[src/rtl/mctrl_pkg.sv]
// Shared types and constants for the multicycle core controller.
// The package is the same in every build; MCTRL_TIMEOUT_EN only affects the top.
package mctrl_pkg;

   typedef enum logic [2:0] {
      FETCH_REQ  = 3'd0,
      FETCH_WAIT = 3'd1,
      EXEC       = 3'd2,
      MEM_REQ    = 3'd3,
      MEM_WAIT   = 3'd4,
      WB         = 3'd5,
      HALT       = 3'd6
   } state_e;

   // Values driven onto pc_sel toward the PC register.
   typedef enum logic [1:0] {
      PC_SEL_ADDER = 2'b00,
      PC_SEL_MTVEC = 2'b01,
      PC_SEL_MEPC  = 2'b11
   } pc_sel_e;

   localparam logic [3:0] CAUSE_NONE = 4'd0;
   localparam logic [3:0] IFU_FAULT  = 4'd1;
   localparam logic [3:0] ILLEGAL    = 4'd2;
   localparam logic [3:0] LD_FAULT   = 4'd5;
   localparam logic [3:0] ST_FAULT   = 4'd7;

   function automatic logic [3:0] memFaultCause(input logic isStore);
      return isStore ? ST_FAULT : LD_FAULT;
   endfunction

endpackage

[src/rtl/mctrl_timeout.sv]
// Wait-state watchdog counter for multicycle_ctrl.
// Only compiled when MCTRL_TIMEOUT_EN is defined, so the default build carries no counter.
`ifdef MCTRL_TIMEOUT_EN
module mctrl_timeout #(
   parameter int unsigned TIMEOUT = 255
) (
   input  logic clk,
   input  logic rst,
   input  logic clr,
   input  logic en,
   output logic expired
);

   localparam int unsigned CntW = $clog2(TIMEOUT + 1);
   localparam logic [CntW-1:0] Limit = CntW'(TIMEOUT);

   logic [CntW-1:0] cnt_q;
   logic [CntW-1:0] cnt_d;

   // The count saturates at the limit so a held expiry never wraps back to zero.
   always_comb begin
      cnt_d = cnt_q;
      if (clr) begin
         cnt_d = '0;
      end else if (en && !expired) begin
         cnt_d = cnt_q + 1'b1;
      end
   end

   always_ff @(posedge clk) begin
      if (rst) begin
         cnt_q <= '0;
      end else begin
         cnt_q <= cnt_d;
      end
   end

   assign expired = (cnt_q == Limit);

endmodule
`endif

[src/rtl/multicycle_ctrl.sv]
// Multicycle core sequencer: fetch, execute, optional memory access, writeback/trap commit.
// Define MCTRL_TIMEOUT_EN to bound the fetch/memory wait states by TIMEOUT cycles.
module multicycle_ctrl
   import mctrl_pkg::*;
#(
   parameter int unsigned TIMEOUT = 255
) (
   input  logic       clk,
   input  logic       rst,
   output logic       ifu_req_valid,
   input  logic       ifu_req_ready,
   input  logic       ifu_rsp_valid,
   input  logic       ifu_rsp_err,
   output logic       lsu_req_valid,
   input  logic       lsu_req_ready,
   input  logic       lsu_rsp_valid,
   input  logic       lsu_rsp_err,
   input  logic       dec_mem_rd,
   input  logic       dec_mem_wr,
   input  logic       dec_rf_we,
   input  logic       dec_halt,
   input  logic [1:0] dec_pc_sel,
   output logic       inst_latch,
   output logic       pc_we,
   output logic [1:0] pc_sel,
   output logic       rf_we,
   output logic       trap_take,
   output logic [3:0] trap_cause,
   output logic       halted
);

   state_e     state_q, state_d;
   logic       pend_q, pend_d;
   logic [3:0] cause_q, cause_d;
   logic       isStore_q, isStore_d;

   logic       ifuReqValid, lsuReqValid, instLatch, pcWe, rfWe, trapTake, haltedC;
   logic [1:0] pcSel;

`ifdef MCTRL_TIMEOUT_EN
   logic tmoClr, tmoEn, tmoExpired;

   mctrl_timeout #(.TIMEOUT(TIMEOUT)) uTimeout (
      .clk     (clk),
      .rst     (rst),
      .clr     (tmoClr),
      .en      (tmoEn),
      .expired (tmoExpired)
   );
`else
   // TIMEOUT has no effect without the counter; this empty block just consumes it.
   if (TIMEOUT == 0) begin : gTimeoutUnused
   end
`endif

   always_ff @(posedge clk) begin
      if (rst) begin
         state_q   <= FETCH_REQ;
         pend_q    <= 1'b0;
         cause_q   <= CAUSE_NONE;
         isStore_q <= 1'b0;
      end else begin
         state_q   <= state_d;
         pend_q    <= pend_d;
         cause_q   <= cause_d;
         isStore_q <= isStore_d;
      end
   end

   // Responses are only looked at in the wait states, so one arriving together with
   // the request handshake is seen no earlier than the first wait cycle.
   always_comb begin
      state_d     = state_q;
      pend_d      = pend_q;
      cause_d     = cause_q;
      isStore_d   = isStore_q;
      ifuReqValid = 1'b0;
      lsuReqValid = 1'b0;
      instLatch   = 1'b0;
      pcWe        = 1'b0;
      pcSel       = PC_SEL_ADDER;
      rfWe        = 1'b0;
      trapTake    = 1'b0;
      haltedC     = 1'b0;
`ifdef MCTRL_TIMEOUT_EN
      tmoClr      = 1'b0;
      tmoEn       = 1'b0;
`endif

      case (state_q)
         FETCH_REQ: begin
            ifuReqValid = 1'b1;
            if (ifu_req_ready) begin
               state_d = FETCH_WAIT;
`ifdef MCTRL_TIMEOUT_EN
               tmoClr  = 1'b1;
`endif
            end
         end

         FETCH_WAIT: begin
            if (ifu_rsp_valid) begin
               if (ifu_rsp_err) begin
                  pend_d  = 1'b1;
                  cause_d = IFU_FAULT;
                  state_d = WB;
               end else begin
                  instLatch = 1'b1;
                  state_d   = EXEC;
               end
            end
`ifdef MCTRL_TIMEOUT_EN
            else if (tmoExpired) begin
               pend_d  = 1'b1;
               cause_d = IFU_FAULT;
               state_d = WB;
            end else begin
               tmoEn = 1'b1;
            end
`endif
         end

         EXEC: begin
            if (dec_halt) begin
               state_d = HALT;
            end else if (dec_mem_rd && dec_mem_wr) begin
               pend_d  = 1'b1;
               cause_d = ILLEGAL;
               state_d = WB;
            end else if (dec_mem_rd || dec_mem_wr) begin
               isStore_d = dec_mem_wr;
               state_d   = MEM_REQ;
            end else begin
               state_d = WB;
            end
         end

         MEM_REQ: begin
            lsuReqValid = 1'b1;
            if (lsu_req_ready) begin
               state_d = MEM_WAIT;
`ifdef MCTRL_TIMEOUT_EN
               tmoClr  = 1'b1;
`endif
            end
         end

         MEM_WAIT: begin
            if (lsu_rsp_valid) begin
               if (lsu_rsp_err) begin
                  pend_d  = 1'b1;
                  cause_d = memFaultCause(isStore_q);
               end
               state_d = WB;
            end
`ifdef MCTRL_TIMEOUT_EN
            else if (tmoExpired) begin
               pend_d  = 1'b1;
               cause_d = memFaultCause(isStore_q);
               state_d = WB;
            end else begin
               tmoEn = 1'b1;
            end
`endif
         end

         WB: begin
            pcWe     = 1'b1;
            pcSel    = pend_q ? PC_SEL_MTVEC : dec_pc_sel;
            rfWe     = dec_rf_we & ~pend_q;
            trapTake = pend_q;
            pend_d   = 1'b0;
            cause_d  = CAUSE_NONE;
            state_d  = FETCH_REQ;
         end

         HALT: begin
            haltedC = 1'b1;
         end

         default: begin
            state_d = FETCH_REQ;
         end
      endcase
   end

   // Outputs are forced low for the whole reset cycle, whatever state is still held.
   assign ifu_req_valid = ifuReqValid & ~rst;
   assign lsu_req_valid = lsuReqValid & ~rst;
   assign inst_latch    = instLatch & ~rst;
   assign pc_we         = pcWe & ~rst;
   assign pc_sel        = rst ? PC_SEL_ADDER : pcSel;
   assign rf_we         = rfWe & ~rst;
   assign trap_take     = trapTake & ~rst;
   assign trap_cause    = rst ? CAUSE_NONE : cause_q;
   assign halted        = haltedC & ~rst;

endmodule
[config.mk]
export PLATFORM = sky130hd
export DESIGN_NAME = multicycle_ctrl
export DESIGN_NICKNAME = d
export VERILOG_FILES = /design/src/rtl/mctrl_pkg.sv /design/src/rtl/mctrl_timeout.sv /design/src/rtl/multicycle_ctrl.sv
export SDC_FILE = /design/constraint.sdc
export NUM_CORES = 1
export LEC_CHECK = 0
export ABC_AREA = 1
export CAP_MARGIN = 40
export CORE_UTILIZATION = 35
export DETAILED_ROUTE_END_ITERATION = 8
export GPL_TIMING_DRIVEN = 0
export PLACE_DENSITY = 0.69
export REMOVE_ABC_BUFFERS = 1
export SETUP_SLACK_MARGIN = 0.15
export SLEW_MARGIN = 0
export SYNTH_ARGS = -nofsm -noshare
export SYNTH_HDL_FRONTEND = slang
export SYNTH_SLANG_ARGS = --single-unit
[constraint.sdc]
create_clock -name clk -period 1.1 [get_ports clk]
set_clock_uncertainty 0.05 [all_clocks]
set_input_delay 0.165 -clock clk [delete_from_list [all_inputs] [get_ports clk]]
set_output_delay 0.165 -clock clk [all_outputs]
set_load 0.02 [all_outputs]
* Word level (Yosys, flattened, before mapping)
Cells that the tools add are included. Widths: inputs -> output; s select.
Storage, ports and cells: bits in registers 9, bits of input ports 14, output and inout bits 13, word-level logic and storage cells 75
Cells by class: equality and inequality tests 14, mux-type cells 37, bitwise gates (word level) 13, reduce and logical (&&, ||, !) cells 7
Operator list (number):
- $mux 4 | 7
- $mux 3 | 8
- $pmux 3 s6 | 1
- $ne 2x2->1 const B | 8
- $pmux 4 s4 | 1
- $mux 1 | 15
- $eq 3x3->1 const B | 3
- $and 1x1->1 | 8
- $mux 2 | 4
- $reduce_and 7->1 | 1
- $eq 3x2->1 const B | 2
- $not 1->1 | 5
- $reduce_and 5->1 | 1
- $pmux 1 s4 | 1
- $reduce_and 4->1 | 1
- $reduce_bool 4->1 | 1
- $eq 3x1->1 const B | 1
- $logic_not 3->1 | 1
- $logic_and 1x1->1 | 1
- $logic_or 1x1->1 | 1

* Depth between registers and ports, before layout
Gate-level depths: netlist of run 1.
depth after elaboration 5, depth in mapped cells 10, mapped depth without buffers 10

* Worst setup path before layout of run 1
No wires, ideal clock.
path type register to output, from register state_q[0], to output port pc_sel[1], arrival time 1.369 ns, required time 0.885 ns, path slack -0.484 ns, stages on the path, launching flop included 8, path buffers 1, path through dfxtp_1 buf_2 inv_1 nor2_1 nand2_1 nor2_2 nand2_1 nor2_1
Between the ends: longest elaborated chain between the ends 3
Ends and longest elaborated chain:
- from (decl) | RTL line multicycle_ctrl.sv:32 | state_e state_q, state_d;
- from (signal assigned) | RTL line multicycle_ctrl.sv:63 | state_q <= state_d;
- $eq 3x3->1 | RTL line multicycle_ctrl.sv:90 | case (state_q)
- $mux 2 | RTL line multicycle_ctrl.sv:90
- $mux 2 | RTL line multicycle_ctrl.sv:192 | assign pc_sel = rst ? PC_SEL_ADDER : pcSel;
- to (decl) | RTL line multicycle_ctrl.sv:25 | output logic [1:0] pc_sel,
Every way passes these cells.

* Worst setup path after layout of run 1
Ends and elaborated chain as after synthesis.

==> impl_results.md, run 1 <==
* Outcome: complete, but fails checks
* Violated checks: negative setup slack
* Post-Synthesis Cells at 126
* Die Width at 46.06 µm
* Initial Util at 0.3851
* Fmax at 661.9 MHz
* Crit path cell chain: inv_4, nor2_4, nand2_2, nor2_4, nand2_1, nor2_1, buf_4
* Die area at 2122 µm²
* Hold Crit Class: input port to flop
* Synth area leader: dfxtp_1
* Synth Area per Inst at 5.392 µm²
* Clk sink count at 8
* Critical path buffers and inverters at 2
* Aggregate global-route resource usage at 0.1945
* CP max FO at 5
* Max Root-Sink Buffers at 2
* Seq/Total Area, Yosys at 0.2357
* Total grt overflow at 0
* PwrDens at 2052 nW/µm²
* Synth warn at 0
* Via/cell ratio at 5.016
* Reg2Reg Depth at 9
* Post-route ant nets at 0
* Multi-input gate area at 500.5 µm²
* Max IR drop VDD at 1.021 mV
* Hold Path Sink: isStore_q$_SDFFE_PP0P_
* Worst r2r dst: cause_q[2]$_SDFFE_PP0P_
* Clk_lat worst skew at 0.27 ns
* Worst setup margin at -0.4109 ns
* Num ports at 27
* Setup TNS at -5.349 ns
* Crit. End Element: output port
* DRT Pass-1 Iters at 4
* CTS Root Cell: clkbuf_4
* GPL Wtd Cong at 0.9328
* Nets at 180
* Crit Path Category: flop to output port
* Vias at 938
* CTS tree: yes
* Fillers at 159
* Hold Vio Cnt, Final at 0
* Seq cells post-synth at 8
* Worst r2r src: state_q[0]$_SDFFE_PP0P_
* WL per Instance at 11.42 µm
* Clk slew on worst S/H paths at 0.07 ns
* Hpwl dp at 1.267 mm
* H-tree Lvls at 1
* Sequential cell area at 175.2 µm²
* IO buf count at 25
* Standby leakage power at 0.5970 nW
* Internal reg-to-reg setup slack at -0.33 ns
* Final WL at 2.135 mm
* Antenna violations before repair at 0
* # Max-Cap Violations at 0
* CP top delay family: simple AND/OR/NAND/NOR gates
* Rows at 15
* Pin count of the biggest net entering global routing at 10
* Synth-to-layout area growth at 67.22%
* DR iter-0 viols at 42
* Mapped cell area at 679.4 µm²
* Clock period minus worst slack at 1.511 ns
* Final Core Density at 0.6440
* Hold path start: dec_mem_wr
* Worst Path Arrival at 1.30 ns
* Hold Buf Count CTS at 0
* Layout cell share with drive strength beyond 1 at 0.3827
* Crit path launch type: flop
* Finish-stage setup viols at 17
* CP most frequent cell: nor2_4
* Delay of the slowest critical-path stage at 0.38 ns
* RSZ-0062 raised after global routing: true
* Fin crit share at 1.374
* Post-synth top area share at 0.2357
* ANT cells at 0
* Vias in the first global route at 688
* Die Height at 46.06 µm
* Power, Total at 2.331 mW
* DRC at 0
* Final slew viol count at 0
* CTS Buf Count at 3
* Crit path required time at 0.88 ns
* Crit-path slowest cell: dfxtp_4
* Largest cells by area after synthesis: dfxtp_1 (24%), nand2_1 (18%), nor2_1 (17%)
* Core outline area at 1764 µm²
* Synth unique cells at 23
* First-pass GRT wire length at 2.904 mm
* Hold path depth at 3
==> how the worst max path moves through the flow <==
stage	from	to	slack, ns	depth (start not counted)
final	state_q[0]$_SDFFE_PP0P_	pc_sel[1]	-0.41	7
after global routing	state_q[0]$_SDFFE_PP0P_	rf_we	-0.47	7
after CTS	state_q[0]$_SDFFE_PP0P_	rf_we	-0.40	7
after detailed placement	rst	rf_we	-0.89	5
after global placement	rst	rf_we	-0.88	5
after floorplan	state_q[0]$_SDFFE_PP0P_	pc_sel[1]	-0.50	6
==> what timing repair did <==
item	CTS	global route
endpoints found under the setup margin	20	20
gates resized for setup	87	18
setup buffers	7	5
pin swaps	5	16
==> worst reg2reg max path, cell delays in order, from the launching register on <==
cell,delay (ns)
dfxtp_4,0.37
buf_4,0.15
buf_6,0.13
nor2_4,0.16
nand3_2,0.13
inv_1,0.10
nor2_2,0.05
nand3_1,0.06
nand2_1,0.05
nor2_1,0.11
==> stage by stage <==
stage,setup WS [ns],area (µm²),instances,hold slack (ns)
final,-0.4109,1136,187,0.3013
after detailed placement,-0.8912,939.7,172,0.4049
after global placement,-0.8765,939.7,172,0.4046
after CTS,-0.3969,1037,182,0.3137
after global routing,-0.4688,1136,187,0.3702
after floorplan,-0.5013,658.1,122,0.3050
==> cell families after synthesis <==
family,Yosys count,synth area share
AO/OA/AOI/OAI,6,0.04787
adder cells (fa/ha/maj),2,0.03683
buffers and inverters,24,0.1418
AND/OR/NAND/NOR,85,0.5322
flip-flops,8,0.2357
other,1,0.005520
==> layout make-up <==
cell class                 count  area share
inverter                      20     0.07159
multi-input combinational     94      0.4405
clock buffer                   3     0.01982
timing repair buffer          37      0.2863
sequential                     8      0.1542
tap                           25     0.02753
==> cell usage after synthesis <==
master	number
nand3b_1	1
o21ai_0	3
a21oi_1	1
nand3_2	1
buf_4	1
nand3_1	11
inv_2	4
nor3_1	1
nand4_1	1
and2_1	1
buf_2	2
o21ai_1	1
nand2_1	33
clkbuf_1	1
nor2_1	31
inv_1	15
nor4_1	1
clkinv_1	1
ha_1	2
conb_1	1
dfxtp_1	8
nor2_2	4
o21a_1	1
==> sequential cells by signal, indices dropped and copies added (netlist names) <==
name and cells:
cause_q 3, state_q 3, isStore_q 1, pend_q 1
==> report_power, final <==
part           internal, mW  switching (mW)  total (mW)
clock network         0.126           0.119       0.245
logic                 0.662           0.896        1.56
registers             0.414           0.115       0.529
total                  1.20            1.13        2.33
==> layout by cell type (no fill, tap or decap) <==
master,instances
nor2_1,28
nand2_1,28
buf_4,17
inv_1,11
clkdlybuf4s50_1,10
inv_2,6
nand3_1,6
nand2_2,5
nand3_2,5
nor2_4,4
nor2_2,3
dfxtp_2,3
clkbuf_4,3
buf_2,3
buf_6,3
dfxtp_4,3
inv_4,2
o21ai_0,2
o21ai_1,2
ha_1,2
dlygate4sd2_1,2
dfxtp_1,2
o21a_1,1
nor4_1,1
nor3_2,1
and2_1,1
nand3_4,1
nand3b_1,1
nand4_1,1
clkinv_2,1
a21oi_1,1
conb_1,1
clkdlybuf4s15_2,1
buf_12,1
==> layer usage <==
layer / wire (µm) / up-vias / track usage / share of wire
li1: - / 454 / - / -
met1: 853 / 420 / 0.2264 / 0.40
met2: 1014 / 56 / 0.3380 / 0.47
met3: 215 / 8 / 0.05098 / 0.10
met4: 51 / 0 / 0.07059 / 0.024
met5: 0 / - / 0 / 0
(Power assumes the default switching activity.)
==> run 2, diff against run 1 <==
--- a/config.mk
+++ b/config.mk
@@ -8,6 +8,7 @@
 export ABC_AREA = 1
 export CAP_MARGIN = 40
 export CORE_UTILIZATION = 35
+export CTS_CLUSTER_SIZE = 24
 export DETAILED_ROUTE_END_ITERATION = 8
 export GPL_TIMING_DRIVEN = 0
 export PLACE_DENSITY = 0.69
==> results of run 2 <==
The final DEF is identical to that of run 1; final timing and power are the same.
